`src/rtl/tdm_rx_pkg.sv`:
```
// Shared definitions for the TDM / I2S / left-justified serial audio receiver.
// Framing mode constants, receiver state encoding and a width helper.
package tdm_rx_pkg;

    localparam int MODE_I2S = 0;
    localparam int MODE_LJ  = 1;
    localparam int MODE_TDM = 2;

    typedef enum logic [1:0] {
        ST_IDLE = 2'd0,
        ST_RUN  = 2'd1,
        ST_HOLD = 2'd2
    } rx_state_e;

    function automatic int clog2(input int v);
        int r;
        r = 0;
        while ((1 << r) < v) r++;
        return r;
    endfunction

endpackage

```
`src/rtl/tdm_rx_if.sv`:
```
// Pad-side serial lines and the parallel frame output of the receiver.
// No backpressure: d is valid in the cycle ock is high, err marks a discarded frame.
interface tdm_rx_if #(
    parameter int ch = 2,
    parameter int b  = 16
);
    import tdm_rx_pkg::*;

    logic          sck;
    logic          ws;
    logic          sd;
    logic [ch*b-1:0] d;
    logic          ock;
    logic          err;
    logic          lock;
    rx_state_e     dbg_state;

    modport master (
        output sck, ws, sd,
        input  d, ock, err, lock, dbg_state
    );

    modport slave (
        input  sck, ws, sd,
        output d, ock, err, lock, dbg_state
    );

endinterface

```
`src/rtl/tdm_rx_sync_edge.sv`:
```
// Two-flop synchronizer for one asynchronous line, optionally followed by
// registered rise/fall detection (EDGE=0 gives the plain synchronizer).
module tdm_rx_sync_edge #(
    parameter bit EDGE = 1'b1
) (
    input  logic clk,
    input  logic rst_n,
    input  logic a_i,
    output logic s_o,
    output logic rise_o,
    output logic fall_o
);

    logic [1:0] sync_q;

    always_ff @(posedge clk or negedge rst_n) begin
        if (!rst_n) sync_q <= '0;
        else        sync_q <= {sync_q[0], a_i};
    end

    assign s_o = sync_q[1];

    generate
        if (EDGE) begin : g_edge
            logic prev_q, rise_q, fall_q;

            always_ff @(posedge clk or negedge rst_n) begin
                if (!rst_n) begin
                    prev_q <= 1'b0;
                    rise_q <= 1'b0;
                    fall_q <= 1'b0;
                end else begin
                    prev_q <= s_o;
                    rise_q <= s_o & ~prev_q;
                    fall_q <= ~s_o & prev_q;
                end
            end

            assign rise_o = rise_q;
            assign fall_o = fall_q;
        end else begin : g_no_edge
            assign rise_o = 1'b0;
            assign fall_o = 1'b0;
        end
    endgenerate

endmodule

```
`src/rtl/tdm_rx.sv`:
```
// Multi-channel serial audio receiver (I2S, left-justified, TDM DSP-A).
// Oversamples sck/ws/sd, assembles ch slots and publishes whole frames.
module tdm_rx
    import tdm_rx_pkg::*;
#(
    parameter int b    = 16,
    parameter int sw   = 32,
    parameter int ch   = 2,
    parameter int mode = 0
) (
    input logic  clk,
    input logic  rst_n,
    tdm_rx_if.slave bus
);

    localparam int N   = ch * sw;
    localparam int PW  = clog2(N + 1);
    localparam int SLW = clog2(ch);
    localparam logic [PW-1:0] POS_LAST = PW'(N - 1);

    logic sck_s, sck_rise, sck_fall, ws_s, sd_s;
    logic ws_r, ws_f, sd_r, sd_f, unused_sync;

    tdm_rx_sync_edge #(.EDGE(1'b1)) u_sck (
        .clk(clk), .rst_n(rst_n), .a_i(bus.sck),
        .s_o(sck_s), .rise_o(sck_rise), .fall_o(sck_fall)
    );
    tdm_rx_sync_edge #(.EDGE(1'b0)) u_ws (
        .clk(clk), .rst_n(rst_n), .a_i(bus.ws),
        .s_o(ws_s), .rise_o(ws_r), .fall_o(ws_f)
    );
    tdm_rx_sync_edge #(.EDGE(1'b0)) u_sd (
        .clk(clk), .rst_n(rst_n), .a_i(bus.sd),
        .s_o(sd_s), .rise_o(sd_r), .fall_o(sd_f)
    );

    assign unused_sync = ^{sck_s, sck_fall, ws_r, ws_f, sd_r, sd_f};

    rx_state_e       state_q, state_d;
    logic [PW-1:0]   pos_q, pos_d, cap_pos;
    logic [b-1:0]    sh_q [ch];
    logic [b-1:0]    sh_d [ch];
    logic [b:0]      sh_ext;
    logic [ch*b-1:0] d_q, d_d;
    logic            ock_q, ock_d, err_q, err_d, ws_prev_q;
    logic            fs, do_cap, last_hit;
    logic [SLW-1:0]  cap_slot;
    logic [31:0]     cap_bit;

    // Frame start: falling ws for I2S/LJ, rising ws for TDM, judged on sck rise only.
    always_comb begin
        fs = 1'b0;
        if (sck_rise) begin
            if (mode == MODE_TDM) fs = ws_s & ~ws_prev_q;
            else                  fs = ws_prev_q & ~ws_s;
        end
    end

    // LJ has no data delay: the fs bit is pos 0 of the new frame.
    always_comb begin
        do_cap  = 1'b0;
        cap_pos = pos_q;
        if (fs && mode == MODE_LJ) begin
            do_cap  = 1'b1;
            cap_pos = '0;
        end else if (sck_rise && state_q == ST_RUN) begin
            do_cap = 1'b1;
        end
    end

    assign last_hit = do_cap && (cap_pos == POS_LAST);
    assign cap_slot = SLW'(32'(cap_pos) / sw);
    assign cap_bit  = 32'(cap_pos) % sw;

    always_comb begin
        state_d = state_q;
        if (fs)            state_d = ST_RUN;
        else if (last_hit) state_d = ST_HOLD;
    end

    always_comb begin
        ock_d = last_hit;
        err_d = fs && (state_q == ST_RUN) && !last_hit;
    end

    always_comb begin
        pos_d  = pos_q;
        sh_d   = sh_q;
        d_d    = d_q;
        sh_ext = '0;
        if (do_cap) begin
            if (cap_bit < 32'(b)) begin
                sh_ext           = {sh_q[cap_slot], sd_s};
                sh_d[cap_slot]   = sh_ext[b-1:0];
            end
            pos_d = cap_pos + 1'b1;
        end
        if (last_hit) begin
            for (int k = 0; k < ch; k++) d_d[k*b +: b] = sh_d[k];
        end
        if (fs && mode != MODE_LJ) pos_d = '0;
    end

    always_ff @(posedge clk or negedge rst_n) begin
        if (!rst_n) state_q <= ST_IDLE;
        else        state_q <= state_d;
    end

    always_ff @(posedge clk or negedge rst_n) begin
        if (!rst_n) begin
            pos_q     <= '0;
            d_q       <= '0;
            ock_q     <= 1'b0;
            err_q     <= 1'b0;
            ws_prev_q <= 1'b0;
            for (int k = 0; k < ch; k++) sh_q[k] <= '0;
        end else begin
            pos_q <= pos_d;
            sh_q  <= sh_d;
            d_q   <= d_d;
            ock_q <= ock_d;
            err_q <= err_d;
            if (sck_rise) ws_prev_q <= ws_s;
        end
    end

    assign bus.d         = d_q;
    assign bus.ock       = ock_q;
    assign bus.err       = err_q;
    assign bus.lock      = (state_q != ST_IDLE);
    assign bus.dbg_state = state_q;

endmodule

```
`src/flat_wrapper.sv`:
```
// flat-port wrapper written by rule: the top's interface ports become plain ports
module tdm_rx_flat import tdm_rx_pkg::*;
#(
    parameter int b    = 16,
    parameter int sw   = 32,
    parameter int ch   = 2,
    parameter int mode = 0
)
  (clk, rst_n, bus_sck, bus_ws, bus_sd, bus_d, bus_ock, bus_err, bus_lock, bus_dbg_state);
  tdm_rx_if #(.ch(ch), .b(b)) bus_i ();
  input logic clk;
  input logic rst_n;
  input wire logic [$bits(bus_i.sck)-1:0] bus_sck;
  input wire logic [$bits(bus_i.ws)-1:0] bus_ws;
  input wire logic [$bits(bus_i.sd)-1:0] bus_sd;
  output wire logic [$bits(bus_i.d)-1:0] bus_d;
  output wire logic [$bits(bus_i.ock)-1:0] bus_ock;
  output wire logic [$bits(bus_i.err)-1:0] bus_err;
  output wire logic [$bits(bus_i.lock)-1:0] bus_lock;
  output wire logic [$bits(bus_i.dbg_state)-1:0] bus_dbg_state;
  assign bus_i.sck = bus_sck;
  assign bus_i.ws = bus_ws;
  assign bus_i.sd = bus_sd;
  assign bus_d = bus_i.d;
  assign bus_ock = bus_i.ock;
  assign bus_err = bus_i.err;
  assign bus_lock = bus_i.lock;
  assign bus_dbg_state = bus_i.dbg_state;
  tdm_rx #(.b(b), .sw(sw), .ch(ch), .mode(mode)) u_core (.clk(clk), .rst_n(rst_n), .bus(bus_i));
endmodule
```
`config.mk`:
```
export PLATFORM = sky130hd
export DESIGN_NAME = tdm_rx_flat
export DESIGN_NICKNAME = d
export VERILOG_FILES = /design/src/rtl/tdm_rx_pkg.sv /design/src/rtl/tdm_rx_if.sv /design/src/rtl/tdm_rx_sync_edge.sv /design/src/rtl/tdm_rx.sv /design/src/flat_wrapper.sv
export SDC_FILE = /design/constraint.sdc
export NUM_CORES = 1
export LEC_CHECK = 0
export ABC_CLOCK_PERIOD_IN_PS = 1700
export CORE_MARGIN = 3
export CORE_UTILIZATION = 34
export DETAILED_ROUTE_END_ITERATION = 7
export PLACE_DENSITY = 0.63
export SYNTH_ARGS = -nofsm -noshare
export SYNTH_HDL_FRONTEND = slang
export SYNTH_HIERARCHICAL = 1
export SYNTH_SLANG_ARGS = --single-unit
```
`constraint.sdc`:
```
create_clock -name clk -period 1.7 [get_ports clk]
set_clock_uncertainty 0.05 [all_clocks]
set_input_delay 0.255 -clock clk [delete_from_list [all_inputs] [get_ports clk]]
set_output_delay 0.255 -clock clk [all_outputs]
set_load 0.03 [all_outputs]
```
After elaboration in Yosys (flattened, before gate mapping)
Cells that the tools add are included.

$add $sub $neg: 1. $lt $le $gt $ge: 3. Eq/ne operators: 2. Multiplexer cells: 14. Bitwise gates (word level): 5. Reduce and logical (&&, ||, !) cells: 9.

Operator list (number): $mux 32 (2); $mux 15 (3); $bwmux 32 (1); $demux 16 s1 (1); $mux 16 (1); $mux 7 (2); $add 7x1->7 const B (1); $eq 7x6->1 const B (1); $reduce_bool 2->1 (3); $logic_and 1x1->1 (5); $lt 5x5->1 const B (1); $mux 2 (2); $and 1x1->1 (2); $eq 2x1->1 const B (1); $ge 2x2->1 const B (1); $lt 2x1->1 const B (1); $mux 1 (2); $not 1->1 (2); $not 1->2 (1); $logic_not 1->1 (1).

Flip-flop bits (word level): 84. Input bits: 5. Output and inout bits: 37. Logic and storage cells: 47.

Longest topological paths before layout
Gate-level depths: netlist of the first run.

Depth in word-level cells: 8. Depth in mapped cells: 7. Gate-level depth less buffers: 5.

Modules after synthesis
The synthesis of the first run kept the hierarchy.

By module, submodules not included: tdm_rx (times used 1, cells an instance 311, area an instance 3275.6 um^2, seq. area each 1901.8 um^2); tdm_rx_sync_edge (u_core.u_sck) (times used 1, cells an instance 7, area an instance 140.1 um^2, seq. area each 125.1 um^2); tdm_rx_sync_edge (u_core.u_sd ...) (times used 2, cells an instance 5, area an instance 68.8 um^2, seq. area each 50.0 um^2).

Least setup slack after synthesis of the first run
OpenSTA, ideal clock, no wires.

Path type: reg2reg. Start point: register u_core.state_q[0], in the netlist u_core/bus.dbg_state[0]. End point: register u_core.d_q[12], in the netlist u_core/bus.d[12]. Library setup time: 0.133 ns. Arrival time: 1.391 ns. Data required time: 1.517 ns. Setup slack: 0.127 ns. Stages on the path, launching flop included: 7. Path buffers: 2. Clock period less this slack: 1.573 ns. Cell sequence: dfrtp_1 and3b_1 buf_4 nand4_4 inv_2 buf_4 a31oi_1.

Cells in the longest elaborated chain, start to end: 4. Elaborated cells between the ends (all ways): 5. Those cells by class: eq/ne: 1; mux: 2; reduce/logical: 2.

RTL lines: start, declared (RTL line tdm_rx.sv:39) `rx_state_e state_q, state_d;`; start signal, assigned (RTL line tdm_rx.sv:106) `else state_q <= state_d;`; $eq 2x1->1 * (RTL line tdm_rx.sv:66) `end else if (sck_rise && state_q == ST_RUN) begin`; $logic_and 1x1->1 * (RTL line tdm_rx.sv:66); $mux 1 * (RTL line tdm_rx.sv:66); $mux 32 / $logic_and 1x1->1 (equally long branches) (RTL line tdm_rx.sv:91, tdm_rx.sv:71); end signal, assigned (RTL line tdm_rx.sv:112) `d_q <= '0;`; end signal, assigned (RTL line tdm_rx.sv:120) `d_q <= d_d;`; end, declared (RTL line tdm_rx.sv:44) `logic [ch*b-1:0] d_q, d_d;`.

Mark *: on every way between the ends. The rest lies on a longest branch, timed or not. A chain may end at the register's enable or synchronous reset.

Final worst setup path of the first run
Start point: register u_core.pos_q[0], in the netlist u_core/cap_pos[0]. End point: register u_core.d_q[13], in the netlist u_core/bus.d[13].

Cells in the longest elaborated chain, start to end: 3. Elaborated cells between the ends (all ways): 5. Those cells by class: order compare: 1; eq/ne: 1; mux: 2; reduce/logical: 1.

RTL lines: start, declared (RTL line tdm_rx.sv:40) `logic [PW-1:0] pos_q, pos_d, cap_pos;`; start signal, assigned (RTL line tdm_rx.sv:118) `pos_q <= pos_d;`; $lt 5x5->1 (RTL line tdm_rx.sv:92) `if (cap_bit < 32'(b)) begin`; $mux 32 (RTL line tdm_rx.sv:92); $mux 32 (RTL line tdm_rx.sv:91) `if (do_cap) begin`.

Parallel ways exist; a longest one is shown, timed or not.

==> results.sh, run 1 <==
export IMPL_worstSetupStartpoint="u_core/cap_pos[0]$_DFFE_PN0P_"
export IMPL_start_util=0.353
export IMPL_p_seq_frac=0.500
export IMPL_grt_antenna_before_repair=0
export IMPL_syn_nets=326
export IMPL_gp_congestion=0.741
export IMPL_p_int_mw=3.44
export IMPL_numCtsBuffers=9
export IMPL_pre_cts_ws_ns=0.0894
export IMPL_row_count=36
export IMPL_switchingPower_mw=1.08
export IMPL_leakagePower_nw=2.16
export IMPL_ir_drop_uv=775
export IMPL_max_slew_worst_pin_slew_ns=0.361
export IMPL_grt_overflow=0
export IMPL_rsz0062_at_grt="no"
export IMPL_hold_path_class="input port to async pin"
export IMPL_powerDensity_mw_per_mm2=1050
export IMPL_status="completed"
export IMPL_root_buffer="clkbuf_8"
export IMPL_via_per_inst=5.55
export IMPL_port_buffers=41
export IMPL_die_h_um=107
export IMPL_tns_ns=0
export IMPL_required_ns=1.88
export IMPL_routed_wirelength_um=8180
export IMPL_cap_violations=0
export IMPL_synth_cell_area_sq_mm=0.00348
export IMPL_cts_setup_buffers=0
export IMPL_wl_per_cell_um=16.4
export IMPL_comb_power_share=0.093
export IMPL_finalHoldViolCount=0
export IMPL_cts_sinks=84
export IMPL_critPathCaptureType="flop"
export IMPL_nFillCells=960
export IMPL_pwr_share_clk=0.407
export IMPL_track_usage=0.157
export IMPL_antenna_cells=0
export IMPL_fin_crit_sh=0.930
export IMPL_dr_pass1_iters=4
export IMPL_h_tree_depth=3
export IMPL_period_minus_slack_ns=1.58
export IMPL_max_freq_mhz=633
export IMPL_drt_iter0_drc=178
export IMPL_core_area_sq_mm=0.00986
export IMPL_drc_errors=0
export IMPL_syn_avg_cell_area_sq_um=10.9
export IMPL_grt_pass1_vias=2894
export IMPL_cts_tree="built"
export IMPL_nets=367
export IMPL_drive_above_1_share=0.128
export IMPL_seqCellArea_sq_mm=0.00210
export IMPL_grt_max_degree=44
export IMPL_relSlewSlack=0.759
export IMPL_num_vias=2771
export IMPL_grt_pass1_wl_um=14300
export IMPL_multi_input_area_sq_mm=0.00120
export IMPL_drv_slew=0
export IMPL_setup_viol=0
export IMPL_layout_setup_ws_ns=0.119
export IMPL_crit_arrival_ns=1.76
export IMPL_die_area_sq_mm=0.0115
export IMPL_crit_type="flop to flop"
export IMPL_hold_slack_ns=0.285
export IMPL_drtAntennaViolNets=0
export IMPL_layout_commonest_cell="dfrtp_1"
export IMPL_clockBufferDepth=2
export IMPL_yosys_warnings=6
export IMPL_syn2layout_area_growth_pct=24.3
export IMPL_clock_latency_ns=0.35
export IMPL_r2r_start="u_core/cap_pos[0]$_DFFE_PN0P_"
export IMPL_layout_common_cells="dfrtp_1 (83), nand2_1 (36), dlygate4sd2_1 (34), nand3_1 (34)"
export IMPL_path_max_fanout=15
export IMPL_finalNonFillerCells=499
export IMPL_path_clk_slew_ns=0.08
export IMPL_fp_dieW_um=107
export IMPL_placedCellCount=482
export IMPL_switching_share=0.240
export IMPL_cp_start_kind="flop"
export IMPL_num_io_pins=42
export IMPL_hpwl_um=5230
export IMPL_r2r_cells=5
export IMPL_postSynthCellCount=320
## flip-flops by register name (all words and copies together) (netlist names)
| name | flops |
|---|---|
| u_core/u_sd/sync_q | 2 |
| u_core/bus.dbg_state | 2 |
| u_core/sh_q | 32 |
| u_core/bus.d | 32 |
| u_core/u_ws/sync_q | 2 |
| u_core/u_sck/rise_o | 1 |
| u_core/ws_prev_q | 1 |
| u_core/bus.err | 1 |
| u_core/u_sck/g_edge.prev_q | 1 |
| u_core/cap_pos | 7 |
| u_core/u_sck/sync_q | 2 |
| u_core/bus.ock | 1 |
## routing by layer
layer | wire, um | share of wire | track usage
met5 | 0 | 0 | 0
met4 | 74 | 0.0090 | 0.0356
met3 | 484 | 0.059 | 0.0476
met2 | 3990 | 0.49 | 0.252
met1 | 3630 | 0.44 | 0.211
## area by class of cell
type,count,share of cell area
Sequential cell,84,0.486
Inverter,5,0.00434
Clock inverter,6,0.0315
Clock buffer,10,0.0295
Timing Repair Buffer,63,0.133
Tap cell,133,0.0385
Multi-Input combinational cell,198,0.277
## final timing paths
path                                              endpoint  slack, ns
hold reg to reg            u_core/u_ws/sync_q[1]$_DFF_PN0_       0.30
setup reg to reg              u_core/bus.d[13]$_DFFE_PN0P_       0.12
min in group clk           u_core/u_ws/sync_q[0]$_DFF_PN0_       0.29
setup / recovery              u_core/bus.d[13]$_DFFE_PN0P_       0.12
max in group asynchronous        u_core/sh_q[29]$_DFF_PN0_       0.74
hold / removal                   u_core/sh_q[22]$_DFF_PN0_       0.29
## stage by stage
stage | utilization | power [mW] | instance area, sq um
after global routing | 0.439 | 4.75 | 4330
after floorplan | - | 2.55 | 3480
final | 0.439 | 4.52 | 4330
after CTS | 0.438 | 4.57 | 4320
after detailed placement | 0.414 | 2.72 | 4090
after global placement | 0.414 | 2.70 | 4090
## power by group through the flow
stage	combinational, mW	clock, mW	sequential [mW]
2_1_floorplan	0.270	0	2.28
3_3_place_gp	0.409	0	2.29
3_5_place_dp	0.424	0	2.30
4_1_cts	0.426	1.89	2.26
5_1_grt	0.483	1.98	2.28
6_report	0.420	1.84	2.26
## timing repair
item | 4_1_cts | 5_1_grt
hold endpoints to repair | 22 | 0
hold buffers | 1 | 0
endpoints found under the setup margin | 35 | 33
resized for setup | 37 | 8
## worst max-delay path, cell delays in order (launching register included)
cell	delay [ns]
dfrtp_1	0.41
ha_1	0.24
and3_2	0.26
buf_4	0.20
a41oi_1	0.23
a31oi_1	0.06
No activity file was read; power rests on OpenSTA's default activity.
==> inputs of run 2 (changes only) <==
HOLD_SLACK_MARGIN = 0.08   (was default)
SLEW_MARGIN = 20   (was default)
==> results of run 2 <==
The final DEF is identical to that of run 1; final timing and power are the same.
